File: src/rtl/imm_gen_pipe.sv
// Pipelined RISC-V immediate generator: decodes a 32-bit instruction into an
// XLEN-wide immediate, format code and illegal flag behind a 2-entry skid buffer.
module imm_gen_pipe #(
  parameter int XLEN     = 32,
  parameter bit AUTO_SEL = 1'b1
) (
  input  logic            clk,
  input  logic            reset,
  input  logic            flush,
  input  logic            in_valid,
  output logic            in_ready,
  input  logic [31:0]     instr,
  input  logic [2:0]      imm_sel,
  output logic            out_valid,
  input  logic            out_ready,
  output logic [XLEN-1:0] imm,
  output logic [2:0]      fmt,
  output logic            illegal
);

  typedef enum logic [2:0] {
    FMT_I  = 3'b000,
    FMT_S  = 3'b001,
    FMT_B  = 3'b010,
    FMT_J  = 3'b011,
    FMT_U  = 3'b100,
    FMT_Z  = 3'b101,
    FMT_R6 = 3'b110,
    FMT_R7 = 3'b111
  } fmt_e;

  typedef enum logic [1:0] {
    EMPTY = 2'd0,
    ONE   = 2'd1,
    TWO   = 2'd2
  } state_e;

  typedef struct packed {
    logic [XLEN-1:0] imm;
    logic [2:0]      fmt;
    logic            illegal;
  } res_t;

  function automatic logic [XLEN-1:0] sext32(input logic [31:0] v);
    logic [XLEN-1:0] r;
    r       = {XLEN{v[31]}};
    r[31:0] = v;
    return r;
  endfunction

  // ---------------------------------------------------------------- decode
  logic [2:0] auto_fmt;
  logic       auto_bad;
  logic [2:0] sel_fmt;
  logic       sel_bad;
  res_t       dec;

  // NOTE: every signal written in always_comb gets a default first so no
  // path through the case statements can infer a latch.
  always_comb begin
    auto_fmt = FMT_I;
    auto_bad = 1'b0;
    case (instr[6:0])
      7'b0010011, 7'b0000011, 7'b1100111: auto_fmt = FMT_I;
      7'b0100011:                         auto_fmt = FMT_S;
      7'b1100011:                         auto_fmt = FMT_B;
      7'b1101111:                         auto_fmt = FMT_J;
      7'b0110111, 7'b0010111:             auto_fmt = FMT_U;
      7'b1110011:                         auto_fmt = instr[14] ? FMT_Z : FMT_I;
      default:                            auto_bad = 1'b1;
    endcase
  end

  assign sel_fmt = AUTO_SEL ? auto_fmt : imm_sel;
  assign sel_bad = AUTO_SEL ? auto_bad : (imm_sel[2] & imm_sel[1]);

  always_comb begin
    dec.imm     = '0;
    dec.fmt     = sel_fmt;
    dec.illegal = sel_bad;
    if (!sel_bad) begin
      case (sel_fmt)
        FMT_I: dec.imm = sext32({{20{instr[31]}}, instr[31:20]});
        FMT_S: dec.imm = sext32({{20{instr[31]}}, instr[31:25], instr[11:7]});
        FMT_B: dec.imm = sext32({{19{instr[31]}}, instr[31], instr[7],
                                 instr[30:25], instr[11:8], 1'b0});
        FMT_J: dec.imm = sext32({{11{instr[31]}}, instr[31], instr[19:12],
                                 instr[20], instr[30:21], 1'b0});
        FMT_U: dec.imm = sext32({instr[31:12], 12'b0});
        FMT_Z: dec.imm[4:0] = instr[19:15];
        default: dec.imm = '0;
      endcase
    end
  end

  // ------------------------------------------------------------ skid buffer
  state_e state, state_nxt;
  res_t   or_q, sk_q;
  logic   accept, drain;
  logic   load_or, or_from_sk, load_sk;

  // State is a flop, so in_ready never sees out_ready combinationally.
  assign in_ready  = (state != TWO);
  assign out_valid = (state != EMPTY);
  assign accept    = in_valid & in_ready;
  assign drain     = out_valid & out_ready;

  always_comb begin
    state_nxt  = state;
    load_or    = 1'b0;
    or_from_sk = 1'b0;
    load_sk    = 1'b0;
    if (flush) begin
      state_nxt = EMPTY;
    end else begin
      case (state)
        EMPTY: if (accept) begin
          state_nxt = ONE;
          load_or   = 1'b1;
        end
        ONE: begin
          if (accept && drain) begin
            load_or = 1'b1;
          end else if (accept) begin
            state_nxt = TWO;
            load_sk   = 1'b1;
          end else if (drain) begin
            state_nxt = EMPTY;
          end
        end
        TWO: if (drain) begin
          state_nxt  = ONE;
          or_from_sk = 1'b1;
        end
        default: state_nxt = EMPTY;
      endcase
    end
  end

  // NOTE: sequential state uses non-blocking assignments so every flop
  // samples the pre-edge values regardless of block evaluation order.
  always_ff @(posedge clk or negedge reset) begin
    if (!reset) state <= EMPTY;
    else        state <= state_nxt;
  end

  // NOTE: both data registers are reset because the outputs must read zero
  // during reset and a stale skid entry must never resurface afterwards.
  always_ff @(posedge clk or negedge reset) begin
    if (!reset) begin
      or_q <= '0;
      sk_q <= '0;
    end else begin
      if (load_or)         or_q <= dec;
      else if (or_from_sk) or_q <= sk_q;
      if (load_sk)         sk_q <= dec;
    end
  end

  assign imm     = or_q.imm;
  assign fmt     = or_q.fmt;
  assign illegal = or_q.illegal;

endmodule

File: config.mk
export PLATFORM = sky130hd
export DESIGN_NAME = imm_gen_pipe
export DESIGN_NICKNAME = d
export VERILOG_FILES = /design/src/rtl/imm_gen_pipe.sv
export SDC_FILE = /design/constraint.sdc
export NUM_CORES = 1
export LEC_CHECK = 0
export BUFFER_PORTS_ARGS = -buffer_cell sky130_fd_sc_hd__buf_2
export CELL_PAD_IN_SITES_DETAIL_PLACEMENT = 0
export CELL_PAD_IN_SITES_GLOBAL_PLACEMENT = 1
export CORE_MARGIN = 8
export CORE_UTILIZATION = 30
export DETAILED_ROUTE_END_ITERATION = 8
export HOLD_SLACK_MARGIN = 0.05
export PLACE_DENSITY = 0.58
export SYNTH_ARGS = -nofsm -noshare
export SYNTH_HDL_FRONTEND = slang
export SYNTH_SLANG_ARGS = --single-unit
File: constraint.sdc
create_clock -name clk -period 2.3 [get_ports clk]
set_input_delay 0 -clock clk [delete_from_list [all_inputs] [get_ports clk]]
set_output_delay 0 -clock clk [all_outputs]
set_load 0.03 [all_outputs]
==> summary by stage, run 1 <==
Floorplanning
The horizontal extent of the die is between 100 and 150 um. The effective utilization at floorplan is 30.2%. Pin placement for this block handled a little under 80 I/O pins. The floorplan step defined a die boundary enclosing 16300 sq um.

In this run the vertical extent of the chip is between 100 and 150 um. In this run the standard cell core region covers between 10000 and 15000 sq um. The site row count is 41.

Timing
Static timing analysis puts the maximum clock frequency at around 470 MHz. The routed design could run at a clock period as short as 2140 ps. The setup TNS after final layout is 0 ps. The final hold violation count is 0. The normalized max-slew margin is 15.5%. The transition time at the pin with the least slew margin is 1260 ps. The worst-case clock skew is 4.96 ps. Setup repair after global routing left no endpoint under its margin.

The number of setup violations in the final report is 0. Hold timing on the final database bottoms out at a slack of 66.3 ps. The max-slew violation count was 0.

After layout, the worst path uses between 90% and 100% of the clock period.

Synthesis
The count of flip-flops with a built-in enable after synthesis is 0. By count the netlist is led by 74 x sky130_fd_sc_hd__dfrtp_1, 52 x sky130_fd_sc_hd__nand2_1, 28 x sky130_fd_sc_hd__o21ai_0. The largest total area in the synthesized netlist belongs to sky130_fd_sc_hd__dfrtp_1. After synthesis, the share of flip-flops with an asynchronous set or reset is 100%. Yosys mapped the design onto 55 distinct sky130hd cell types. The area of the mapped netlist is 3750 sq um. A synthesized cell averages approximately 11 sq um. The number of nets in the synthesized netlist is 397. The synthesis warning total is 0. The number of flip-flops and latches in the synthesized netlist is 74. The most used flip-flop cell after synthesis is sky130_fd_sc_hd__dfrtp_1. The most instantiated library cell after synthesis is sky130_fd_sc_hd__dfrtp_1. Synthesis produced between 300 and 400 cells. The share of the Yosys chip area taken by registers is 49.3%.

Of the post-synthesis cell area, the dominant cell type holds 49.3%. In the post-synthesis netlist, the biggest area contributors are sky130_fd_sc_hd__dfrtp_1 49%, sky130_fd_sc_hd__nand2_1 5.2%, sky130_fd_sc_hd__a221o_1 4.3%.

Finish
The net total in the final layout is 474. The number of antenna diodes in the final layout is 0. The area growth from synthesis to layout is 26.5%.

The number of filler cells placed in the layout is 1312. The post-route netlist has a little over a quarter of its cells at a drive strength greater than 1.

Worst setup path
STA classifies the critical path endpoint as a register. The highest net fanout along the worst path is 12. The worst endpoint data arrival time is approximately 2400 ps. The worst setup path is of the register to register kind. The maximum cell stage delay along the critical path is 640 ps.

For this design, the slowest cell found on the critical path is sky130_fd_sc_hd__or4b_1. The kind of start point of the critical path is a register. The critical path goes through nand2b_1 -> or4b_1 -> a31o_1 -> o211ai_1.

The required time of the critical path is 2550 ps.

Clock network
The count of clock tree sinks is 74. The clock-pin transition on the worst setup and hold timing paths is 60 ps. The clock reaches the later pin of the worst-skew pair after 340 ps. The tree is rooted in a sky130_fd_sc_hd__clkbuf_16. The H-tree was split into 3 levels.

The clock tree buffer depth is 2. TritonCTS built the clock tree. The total CTS buffers is 9.

Global route
The number of global-route vias before repair is 3240. The aggregate global routing overflow is 0. The global-route wire length before repair is 18200 um.

The pin count of the biggest net entering global routing is 75. The overall global routing resource usage is 14.4%. The initial antenna violation count came to 0.

Power and ir drop
Across the VDD grid, the largest voltage drop is 0.318 mV. The power per cell area is 709 nW/um^2. The total power draw is 0.00337 W. The standby leakage power is between 2 and 2.5 nW.

Route
The first routing iteration left 294 violations. In this run the remaining antenna-violating nets after routing total 0. The number of vias per cell after detailed routing is 5.23.

Before antenna repair, the detailed router went through 4 iterations. The number of vias in the routed layout is 3195. Summed over all layers, the routed wires come to 11400 um.

After detailed routing, the number of remaining DRC violations is 0. The routed wire length per instance is 18.7 um.

Placed design
The final weighted congestion in routability-driven placement is around 0.82. The number of I/O port buffers is between 70 and 80. Detailed placement finished with a half-perimeter wire length of between 7000 and 8000 um.

Status
The run finished with clean final reports.

Worst hold path
The tightest min-delay check is of the input port to register type.

Run
The number of max-capacitance violations reported is 0.
[layout by cell type, fill, tap and decap left out, drive strengths merged, types with 3 or more instances in the layout]
cell	n
buf	83
dfrtp	74
nand2	52
o21ai	38
a22o	16
a221o	16
o211ai	16
and2	15
dlygate4sd3	12
a22oi	11
clkbuf	10
o2bb2ai	8
inv	5
a32oi	5
nor2	5
mux2i	5
nand3	4
o22ai	4
o221ai	4
nand2b	3
nor2b	3
and3b	3
and3	3
a21oi	3
bufinv	3
clkinv	3
a31oi	3
a311oi	3
[cells by family after synthesis]
family / share of synthesized area, %
AOI/OAI and AO/OA: 30.6
muxes: 1.33
xor gates and xnor gates: 0.233
DFF: 49.3
and+or+nand+nor: 14.5
buffers and inverters: 4.03
[stage by stage]
step	instances	utilization (%)	setup slack (ps)	cell area, sq um
3_3_place_gp	583	34.6	192	4290
6_report	611	38.2	157	4750
5_1_grt	611	38.2	85.8	4750
2_1_floorplan	357	-	403	3750
3_5_place_dp	583	34.6	157	4290
4_1_cts	611	38.2	115	4750
[sequential cells by signal (all words and copies together), names as in the netlist]
name / cells
illegal: 1
state: 2
sk_q: 36
imm: 32
fmt: 3
[critical path, delay by kind of cell (launching register included)]
| kind | cells | cell delay, ps |
|---|---|---|
| AOI/OAI and AO/OA | 2 | 770 |
| DFF | 1 | 440 |
| and+or+nand+nor | 2 | 850 |
[worst paths after layout]
check                          start       end  slack [ps]  cells past startpoint
hold reg to reg              sk_q[1]   sk_q[1]         480                      2
max in group asynchronous      reset   imm[15]        1310                      2
hold / removal             instr[18]  sk_q[22]          70                      3
setup reg to reg            state[1]   imm[21]         160                      4
setup / recovery            state[1]   imm[21]         160                      4
min in group asynchronous      reset  state[1]         360                      2
[layout make-up]
cell class / count / area, sq um / area share [%]
Inverter: 5 / 18.8 / 0.395
Clock buffer: 10 / 229 / 4.82
Sequential cell: 74 / 1850 / 39.0
Clock inverter: 6 / 105 / 2.21
Timing Repair Buffer: 95 / 573 / 12.1
Tap cell: 172 / 215 / 4.53
Multi-Input combinational cell: 249 / 1750 / 37.0
[what timing repair did]
action	in CTS	in global routing
hold endpoints to repair	94	0
hold buffers	12	0
setup buffers	0	0
gates resized for setup	0	0
[layer usage]
layer,track usage [%],share of wire (%),vias to the layer above
met2,22.2,46,86
met1,18.9,46,1594
met3,3.54,5.8,10
met5,0,0,-
li1,-,-,1505
met4,5.80,1.4,0
[report_power, final]
part	internal [W]	leakage, nW	switching [W]
sequential	0.00136	1.02	0.0000294
combinational	0.000133	1.04	0.000248
clock	0.00105	0.166	0.000545
Note: power is estimated with default switching activity, not from simulation.
==> run 2, diff against run 1 <==
--- a/config.mk
+++ b/config.mk
@@ -5,6 +5,7 @@
 export SDC_FILE = /design/constraint.sdc
 export NUM_CORES = 1
 export LEC_CHECK = 0
+export ABC_AREA = 1
 export BUFFER_PORTS_ARGS = -buffer_cell sky130_fd_sc_hd__buf_2
 export CELL_PAD_IN_SITES_DETAIL_PLACEMENT = 0
 export CELL_PAD_IN_SITES_GLOBAL_PLACEMENT = 1
@@ -12,7 +13,7 @@
 export CORE_UTILIZATION = 30
 export DETAILED_ROUTE_END_ITERATION = 8
 export HOLD_SLACK_MARGIN = 0.05
-export PLACE_DENSITY = 0.58
+export PLACE_DENSITY = 0.61
 export SYNTH_ARGS = -nofsm -noshare
 export SYNTH_HDL_FRONTEND = slang
 export SYNTH_SLANG_ARGS = --single-unit
==> run 2 against run 1 <==
Effect of this change: non-clock buffer count rose by 1; maximum frequency rose by 29%; cell count rose by 26%; clock skew barely moved; register-to-register slack improved by 480 ps; utilization rose by 0.26 points; via count rose by 11%; hold slack improved by 1.1 ps; global-route usage rose by 0.16 points; critical path type unchanged.
==> summary by stage, run 2 <==
Finish
The number of flip-flops in the largest register is 36 (unchanged). The final cell area excluding filler cells is 4840 sq um (was 4750 sq um). The area growth from synthesis to layout was 25.7% (was 26.5%).

Commonest cells after routing, fill and taps aside: 186 x sky130_fd_sc_hd__nand2_1, 74 x sky130_fd_sc_hd__dfrtp_1, 73 x sky130_fd_sc_hd__buf_2 (was 74 x sky130_fd_sc_hd__dfrtp_1, 73 x sky130_fd_sc_hd__buf_2, 52 x sky130_fd_sc_hd__nand2_1). The count of antenna diodes in the layout is 0 (unchanged). The number of filler cells placed in the layout was 1348 (was 1312).

The register name with the most flops is sk_q (unchanged). The net total in the final layout is 636 (was 474). The most frequent standard cell in the layout excluding fill and tap cells is sky130_fd_sc_hd__nand2_1 (was sky130_fd_sc_hd__dfrtp_1). The share of final-layout standard cells stronger than drive strength 1 was 18.8% (was 26.9%). The filler-free cell count of the finished design was 772 (was 611).

Timing
The transition time at the pin with the least slew margin came to 994 ps (was 1260 ps). The number of setup violations in the final report came to 0 (unchanged). Unrepaired setup endpoints after global routing: false (unchanged). The setup TNS after final layout came to 0 ps (unchanged). The worst-case clock skew is 5.15 ps (was 4.96 ps).

The highest achievable clock rate came to 602 MHz (was 467 MHz). The max-slew violation count is 0 (unchanged). The tightest hold margin came to 67.4 ps (was 66.3 ps).

The normalized max-slew margin was 33.7% (was 15.5%). The share of the clock period used by the worst path is 72.2% (was 93.2%). The time the worst path needs with I/O delays and setup is 1660 ps (was 2140 ps).

The final hold violation count was 0 (unchanged).

Worst setup path
The startpoint-to-endpoint class of the critical path was register to register (unchanged). The worst endpoint data arrival time is 1870 ps (was 2400 ps). The maximum cell stage delay along the critical path came to 370 ps (was 640 ps). The setup slack on the worst flop-to-flop path is 640 ps (was 160 ps). The kind of start point of the critical path is a register (unchanged). The critical path depth was 10 (was 4). The required time of the critical path is 2510 ps (was 2550 ps). The highest net fanout along the worst path is 36 (was 12). The launching point of the worst reg2reg path is state[1] (unchanged). The sum of buffers and inverters on the critical path was 3 (was 0).

Cell-by-cell listing of the critical path: inv_1 -> nor2_1 -> nor2_1 -> nand2_1 -> inv_2 -> nor2_4 -> buf_12 -> nand2_1 -> o21ai_0 -> o21bai_1 (was nand2b_1 -> or4b_1 -> a31o_1 -> o211ai_1). The slowest stage cell on the critical path is sky130_fd_sc_hd__dfrtp_1 (was sky130_fd_sc_hd__or4b_1). The kind of end point of the critical path was a register (unchanged). The dominant delay contributor by cell family on the critical path is buffers and inverters (was simple AND/OR/NAND/NOR gates). The length in cells of the worst reg-to-reg path came to 10 (was 4). The startpoint of the worst setup timing path is state[1] (unchanged).

Status
Result of the run: complete, no violations (unchanged).

Global route
The initial antenna violation count is 0 (unchanged). The aggregate global routing overflow came to 0 (unchanged). The overall global routing resource usage is 14.5% (was 14.4%). The number of global-route vias before repair is 3594 (was 3240).

The global-route wire length before repair is 19000 um (was 18200 um). The pin count of the biggest net entering global routing is 75 (unchanged).

Power and ir drop
The part of the total power dissipated in combinational logic is 16.4% (was 11.3%). The power per cell area was 727 nW/um^2 (was 709 nW/um^2). The switching power of the nets was 0.000967 W (was 0.000823 W). The sequential fraction of design power is 42.7% (was 41.2%). The share of total power consumed by net switching came to 27.5% (was 24.4%). The clock network fraction of total power came to 40.9% (was 47.5%). The standby leakage power is 2.56 nW (was 2.22 nW). The total internal power is 0.00255 W (was 0.00254 W). The peak supply drop came to 0.275 mV (was 0.318 mV).

Synthesis
The area of the mapped netlist is 3850 sq um (was 3750 sq um). The share of async-settable or async-resettable flops after synthesis is 100% (unchanged). Most frequent cells after synthesis: 186 x sky130_fd_sc_hd__nand2_1, 74 x sky130_fd_sc_hd__dfrtp_1, 58 x sky130_fd_sc_hd__nand3_1 (was 74 x sky130_fd_sc_hd__dfrtp_1, 52 x sky130_fd_sc_hd__nand2_1, 28 x sky130_fd_sc_hd__o21ai_0). The count of flip-flops with a built-in enable after synthesis is 0 (unchanged).

The synthesis warning total is 0 (unchanged). The share of synthesized area occupied by flip-flops and latches came to 48.1% (was 49.3%). The synthesized area per cell is 7.56 sq um (was 10.5 sq um). The cell taking the most area after synthesis is sky130_fd_sc_hd__dfrtp_1 (unchanged). Top cells by area in the synthesized netlist: sky130_fd_sc_hd__dfrtp_1 48%, sky130_fd_sc_hd__nand2_1 18%, sky130_fd_sc_hd__nand3_1 7.5% (was sky130_fd_sc_hd__dfrtp_1 49%, sky130_fd_sc_hd__nand2_1 5.2%, sky130_fd_sc_hd__a221o_1 4.3%). The gate count after technology mapping was 509 (was 357).

The total nets after synthesis came to 549 (was 397). The portion of synthesized cell area occupied by the leading cell type came to 48.1% (was 49.3%). The count of unique library cells instantiated by Yosys is 29 (was 55). The most instantiated library cell after synthesis is sky130_fd_sc_hd__nand2_1 (was sky130_fd_sc_hd__dfrtp_1). The dominant synthesized flop cell was sky130_fd_sc_hd__dfrtp_1 (unchanged). The number of flip-flops and latches in the synthesized netlist came to 74 (unchanged).

Placed design
The sum of net half-perimeters after detailed placement is 7990 um (was 7910 um). The final weighted congestion in routability-driven placement is 0.795 (was 0.823). The post-placement cell count was 746 (was 583). The number of I/O port buffers is 74 (unchanged). The instance area at placement was 4420 sq um (was 4290 sq um).

Worst hold path
The type of the worst min-delay path is input port to register (unchanged). The startpoint of the worst hold path is flush (was instr[18]). The hold-critical path depth is 4 (was 3).

Floorplanning
The site row count is 41 (unchanged). The count of pins on the block boundary is 78 (unchanged). The placeable core region is 12600 sq um (was 12400 sq um). The floorplan die height is 129 um (was 128 um). The horizontal extent of the die was 129 um (was 128 um). The die footprint came to 16700 sq um (was 16300 sq um). The effective utilization at floorplan is 30.6% (was 30.2%).

Route
The count of nets left with antenna violations after detail routing was 0 (unchanged). The total DRC errors in the routed layout is 0 (unchanged). The number of vias per cell after detailed routing is 4.58 (was 5.23). The first-iteration detailed-routing DRC count is 318 (was 294). The number of search-and-repair iterations in the first detailed-routing pass came to 4 (unchanged). The number of vias in the routed layout was 3534 (was 3195). The total wirelength of the detailed-routed design is 11500 um (was 11400 um). The routed wire length per instance is 14.9 um (was 18.7 um).

Clock network
The post-cts sizing count came to 0 (unchanged). The total CTS buffers is 9 (unchanged). The cell at the root of the clock tree is sky130_fd_sc_hd__clkbuf_16 (unchanged).

The level count of the clock H-tree is 3 (unchanged). The clock tree buffer depth was 2 (unchanged). The clock-pin transition on the worst setup and hold timing paths came to 60 ps (about the same). The count of clock tree sinks is 74 (unchanged).

The CTS tree was yes (unchanged). The clock insertion delay at the later pin of the skew report is 330 ps (was 340 ps). The buffers inserted during post-CTS setup optimization came to 0 (unchanged).

Run
The number of max-capacitance violations reported is 0 (unchanged).
-- run 2: routing by layer --
metal	GRT usage [%]	wire, um
met4	5.04	118
met1	19.7	5480
met5	0	0
met2	22.1	5210
met3	3.66	685
-- run 2: kinds of logic (layout without fill, tap and decap cells) --
kind of cell	count (synthesis)	count (layout)	synth area share, %
compound gates	72	72	11.1
buf+inv	76	167	8.64
flops	74	74	48.1
simple gates	287	287	32.1
-- run 2: worst min-delay path, stage by stage --
cell and delay [ps]:
sky130_fd_sc_hd__buf_2 70, sky130_fd_sc_hd__inv_1 90, sky130_fd_sc_hd__nand2_1 80, sky130_fd_sc_hd__o21ai_0 90
-- run 2: through the flow --
stage / worst slack, ps / power, W / utilization (%)
floorplan: 759 / 0.00187 / -
CTS: 621 / 0.00357 / 38.5
global route: 452 / 0.00371 / 38.5
global placement: 627 / 0.00209 / 35.2
detailed placement: 593 / 0.00210 / 35.2
finish: 640 / 0.00352 / 38.5
-- run 2: timing repair --
action                                 4_1_cts  5_1_grt
hold buffers                                11        0
endpoints found under the hold margin       93        0
setup endpoints to repair                    0        0
-- run 2: final cells by class --
class	count	area, sq um	area share, %
Clock inverter	2	35.0	0.724
Multi-Input combinational cell	359	1670	34.4
Inverter	56	210	4.34
Sequential cell	74	1850	38.3
Timing Repair Buffer	96	591	12.2
Tap cell	172	215	4.45
Clock buffer	13	270	5.59
-- run 2: path summary, 6_finish.rpt --
kind / endpoint
worst max-delay path: imm[20]
worst min-delay path: state[0]
worst max register to register: imm[20]
worst min register to register: fmt[2]
max in group asynchronous: imm[4]
min in group asynchronous: imm[21]
-- run 2: power groups by stage --
stage / logic (W) / clock network (W) / registers (W)
global placement: 0.000563 / 0 / 0.00152
global route: 0.000650 / 0.00154 / 0.00152
floorplan: 0.000267 / 0 / 0.00161
detailed placement: 0.000571 / 0 / 0.00153
finish: 0.000575 / 0.00144 / 0.00150
CTS: 0.000588 / 0.00148 / 0.00150
==> run 3, diff against run 2 <==
--- a/config.mk
+++ b/config.mk
@@ -5,7 +5,7 @@
 export SDC_FILE = /design/constraint.sdc
 export NUM_CORES = 1
 export LEC_CHECK = 0
-export ABC_AREA = 1
+export ABC_AREA = 0
 export BUFFER_PORTS_ARGS = -buffer_cell sky130_fd_sc_hd__buf_2
 export CELL_PAD_IN_SITES_DETAIL_PLACEMENT = 0
 export CELL_PAD_IN_SITES_GLOBAL_PLACEMENT = 1
@@ -13,7 +13,7 @@
 export CORE_UTILIZATION = 30
 export DETAILED_ROUTE_END_ITERATION = 8
 export HOLD_SLACK_MARGIN = 0.05
-export PLACE_DENSITY = 0.61
+export PLACE_DENSITY = 0.58
 export SYNTH_ARGS = -nofsm -noshare
 export SYNTH_HDL_FRONTEND = slang
 export SYNTH_SLANG_ARGS = --single-unit
==> constraint.sdc (replaced) <==
create_clock -name clk -period 1.62 [get_ports clk]
set_input_delay 0 -clock clk [delete_from_list [all_inputs] [get_ports clk]]
set_output_delay 0 -clock clk [all_outputs]
set_load 0.03 [all_outputs]
==> run 3 against run 2 <==
Effect of this change: the run now ends with setup timing left; clock power up 62%; sequential power up 31%; power up 41%; via count down 3.3%; cell count down 14%; die area down 2.2%; global-route usage up 0.78 points; hold slack worse by 9.2 ps; maximum frequency down 4.7%; wire length up 11%; critical path depth down 5.
==> summary by stage, run 3 (same netlist as run 1, synthesis figures left out) <==
Finish
The count of antenna diodes in the layout is 0 (unchanged). Commonest cells after routing, fill and taps aside: 74 x sky130_fd_sc_hd__dfrtp_1, 73 x sky130_fd_sc_hd__buf_2, 52 x sky130_fd_sc_hd__nand2_1 (was 186 x sky130_fd_sc_hd__nand2_1, 74 x sky130_fd_sc_hd__dfrtp_1, 73 x sky130_fd_sc_hd__buf_2). The number of flip-flops in the largest register is 36 (unchanged). The net total in the final layout is 525 (was 636). The filler-free cell count of the finished design was 662 (was 772).

The share of final-layout standard cells stronger than drive strength 1 is 37.8% (was 18.8%). The register name with the most flops is sk_q (unchanged). The final cell area excluding filler cells is 5420 sq um (was 4840 sq um). The most frequent standard cell in the layout excluding fill and tap cells was sky130_fd_sc_hd__dfrtp_1 (was sky130_fd_sc_hd__nand2_1). The area growth from synthesis to layout is 44.3% (was 25.7%).

Worst setup path
The kind of start point of the critical path is a register (unchanged). The destination of the worst register-to-register timing path is imm[10] (was imm[20]). The maximum cell stage delay along the critical path is 550 ps (was 370 ps). The slowest stage cell on the critical path was sky130_fd_sc_hd__or4b_4 (was sky130_fd_sc_hd__dfrtp_1). The setup slack on the worst flop-to-flop path is -120 ps (was 640 ps).

Cell-by-cell listing of the critical path: nand2b_4 -> or4b_4 -> a311oi_4 -> buf_6 -> a221o_1 (was inv_1 -> nor2_1 -> nor2_1 -> nand2_1 -> inv_2 -> nor2_4 -> buf_12 -> nand2_1 -> o21ai_0 -> o21bai_1). The startpoint-to-endpoint class of the critical path is register to register (unchanged). The length in cells of the worst reg-to-reg path is 5 (was 10). The launching point of the worst reg2reg path is state[1] (unchanged). The highest net fanout along the worst path came to 6 (was 36). The required time of the critical path is 1900 ps (was 2510 ps). The kind of end point of the critical path is a register (unchanged). The worst endpoint data arrival time is 2030 ps (was 1870 ps).

Global route
The aggregate global routing overflow is 0 (unchanged). The pin count of the biggest net entering global routing is 30 (was 75). The initial antenna violation count came to 0 (unchanged). The global-route wire length before repair came to 19200 um (was 19000 um).

The number of global-route vias before repair was 3518 (was 3594). The overall global routing resource usage was 15.3% (was 14.5%).

Status
Result of the run: complete, but fails checks (was complete, no violations). The final reports fail on setup timing.

Floorplanning
The horizontal extent of the die was 128 um (was 129 um). The site row count is 41 (unchanged). The floorplan die height came to 128 um (was 129 um). The effective utilization at floorplan came to 30.2% (was 30.6%). The placeable core region is 12400 sq um (was 12600 sq um).

The die footprint was 16300 sq um (was 16700 sq um). The count of pins on the block boundary is 78 (unchanged).

Route
The number of search-and-repair iterations in the first detailed-routing pass came to 5 (was 4). The number of vias in the routed layout is 3418 (was 3534). The first-iteration detailed-routing DRC count is 238 (was 318). The number of vias per cell after detailed routing is 5.16 (was 4.58). The count of nets left with antenna violations after detail routing is 0 (unchanged). The routed wire length per instance came to 19.2 um (was 14.9 um).

The total DRC errors in the routed layout came to 0 (unchanged). The total wirelength of the detailed-routed design came to 12700 um (was 11500 um).

Clock network
The clock tree buffer depth was 2 (unchanged). The clock insertion delay at the later pin of the skew report is 340 ps (was 330 ps). The clock-pin transition on the worst setup and hold timing paths is 60 ps (about the same). The total CTS buffers came to 9 (unchanged). The level count of the clock H-tree is 3 (unchanged). The CTS tree is yes (unchanged). The cell at the root of the clock tree is sky130_fd_sc_hd__clkbuf_16 (unchanged). The count of clock tree sinks is 74 (unchanged).

Placed design
The instance area at placement is 4670 sq um (was 4420 sq um). The sum of net half-perimeters after detailed placement is 8770 um (was 7990 um). The post-placement cell count is 619 (was 746).

The number of I/O port buffers is 74 (unchanged). The final weighted congestion in routability-driven placement came to 0.891 (was 0.795).

Timing
The share of the clock period used by the worst path was 107% (was 72.2%). The worst setup slack after layout is -121 ps (was 640 ps). The transition time at the pin with the least slew margin is 401 ps (was 994 ps). The normalized max-slew margin came to 73.2% (was 33.7%). The number of setup violations in the final report was 36 (was 0).

The highest achievable clock rate is 574 MHz (was 602 MHz). The time the worst path needs with I/O delays and setup came to 1740 ps (was 1660 ps). The worst-case clock skew is 3.26 ps (was 5.15 ps). The final hold violation count is 0 (unchanged). Unrepaired setup endpoints after global routing: true (was false).

The max-slew violation count was 0 (unchanged).

Power and ir drop
The total power draw is 0.00496 W (was 0.00352 W). The peak supply drop is 0.366 mV (was 0.275 mV). The power per cell area is 917 nW/um^2 (was 727 nW/um^2).

The standby leakage power is 2.56 nW (about the same).

Worst hold path
The hold-critical path depth came to 3 (was 4). The type of the worst min-delay path is input port to register (unchanged). The worst hold path endpoint is sk_q[28] (was state[0]).

The startpoint of the worst hold path is instr[24] (was flush).

Run
The number of max-capacitance violations reported is 0 (unchanged).
-- run 3: worst max-delay path: cells and delay by family (launching register included) --
kind | cells | cell delay (ps)
AO/OA/AOI/OAI | 2 | 430
AND/OR/NAND/NOR | 2 | 700
buffers and inverters | 1 | 160
flip-flops | 1 | 390
-- run 3: how the worst max path moves through the flow --
stage,from,to,slack [ps],depth (start not counted)
2_1_floorplan,state[1],imm[22],-90,5
3_3_place_gp,state[1],imm[3],-70,4
4_1_cts,state[1],imm[21],-110,5
5_1_grt,state[1],imm[21],-180,5
3_5_place_dp,state[0],imm[3],-120,4
6_report,state[1],imm[10],-120,5
-- run 3: layout make-up --
class                      instances  area (sq um)
clock inverter                     7           116
fill                            1219          7000
clock buffer                       9           225
tap                              172           215
multi-input combinational        251          1890
timing repair buffer             144          1090
sequential                        74          1850
inverter                           5          18.8
-- run 3: through the flow --
| stage | util, % | setup TNS, ps | worst slack [ps] | hold slack [ps] |
|---|---|---|---|---|
| 2_1_floorplan | - | -1810 | -91.6 | -296 |
| 3_3_place_gp | 37.6 | -1730 | -70.6 | -47.3 |
| 3_5_place_dp | 37.6 | -2580 | -123 | -41.4 |
| 4_1_cts | 42.2 | -2370 | -113 | 51.0 |
| 5_1_grt | 43.6 | -4480 | -178 | 89.0 |
| 6_report | 43.6 | -2240 | -121 | 58.2 |
-- run 3: where the power goes --
group / switching, W / leakage, nW / internal [W]
clock network: 0.000834 / 0.166 / 0.00150
registers: 0.0000405 / 1.02 / 0.00193
logic: 0.000391 / 1.38 / 0.000269
total: 0.00127 / 2.56 / 0.00370
-- run 3: metal layers --
metal / vias to the layer above / GRT usage, % / wire length [um]
met4: 0 / 7.76 / 320
met3: 23 / 3.87 / 566
li1: 1617 / - / -
met5: - / 0 / 0
met1: 1707 / 18.8 / 5810
met2: 71 / 24.4 / 6000
-- run 3: timing repair --
item                                    CTS  global route
endpoints found under the setup margin   55            68
cloned                                    0             5
hold buffers                             16             0
hold endpoints to repair                 98             0
gates resized for setup                  15            12
setup buffers                             2             4
pin swaps                                17            15
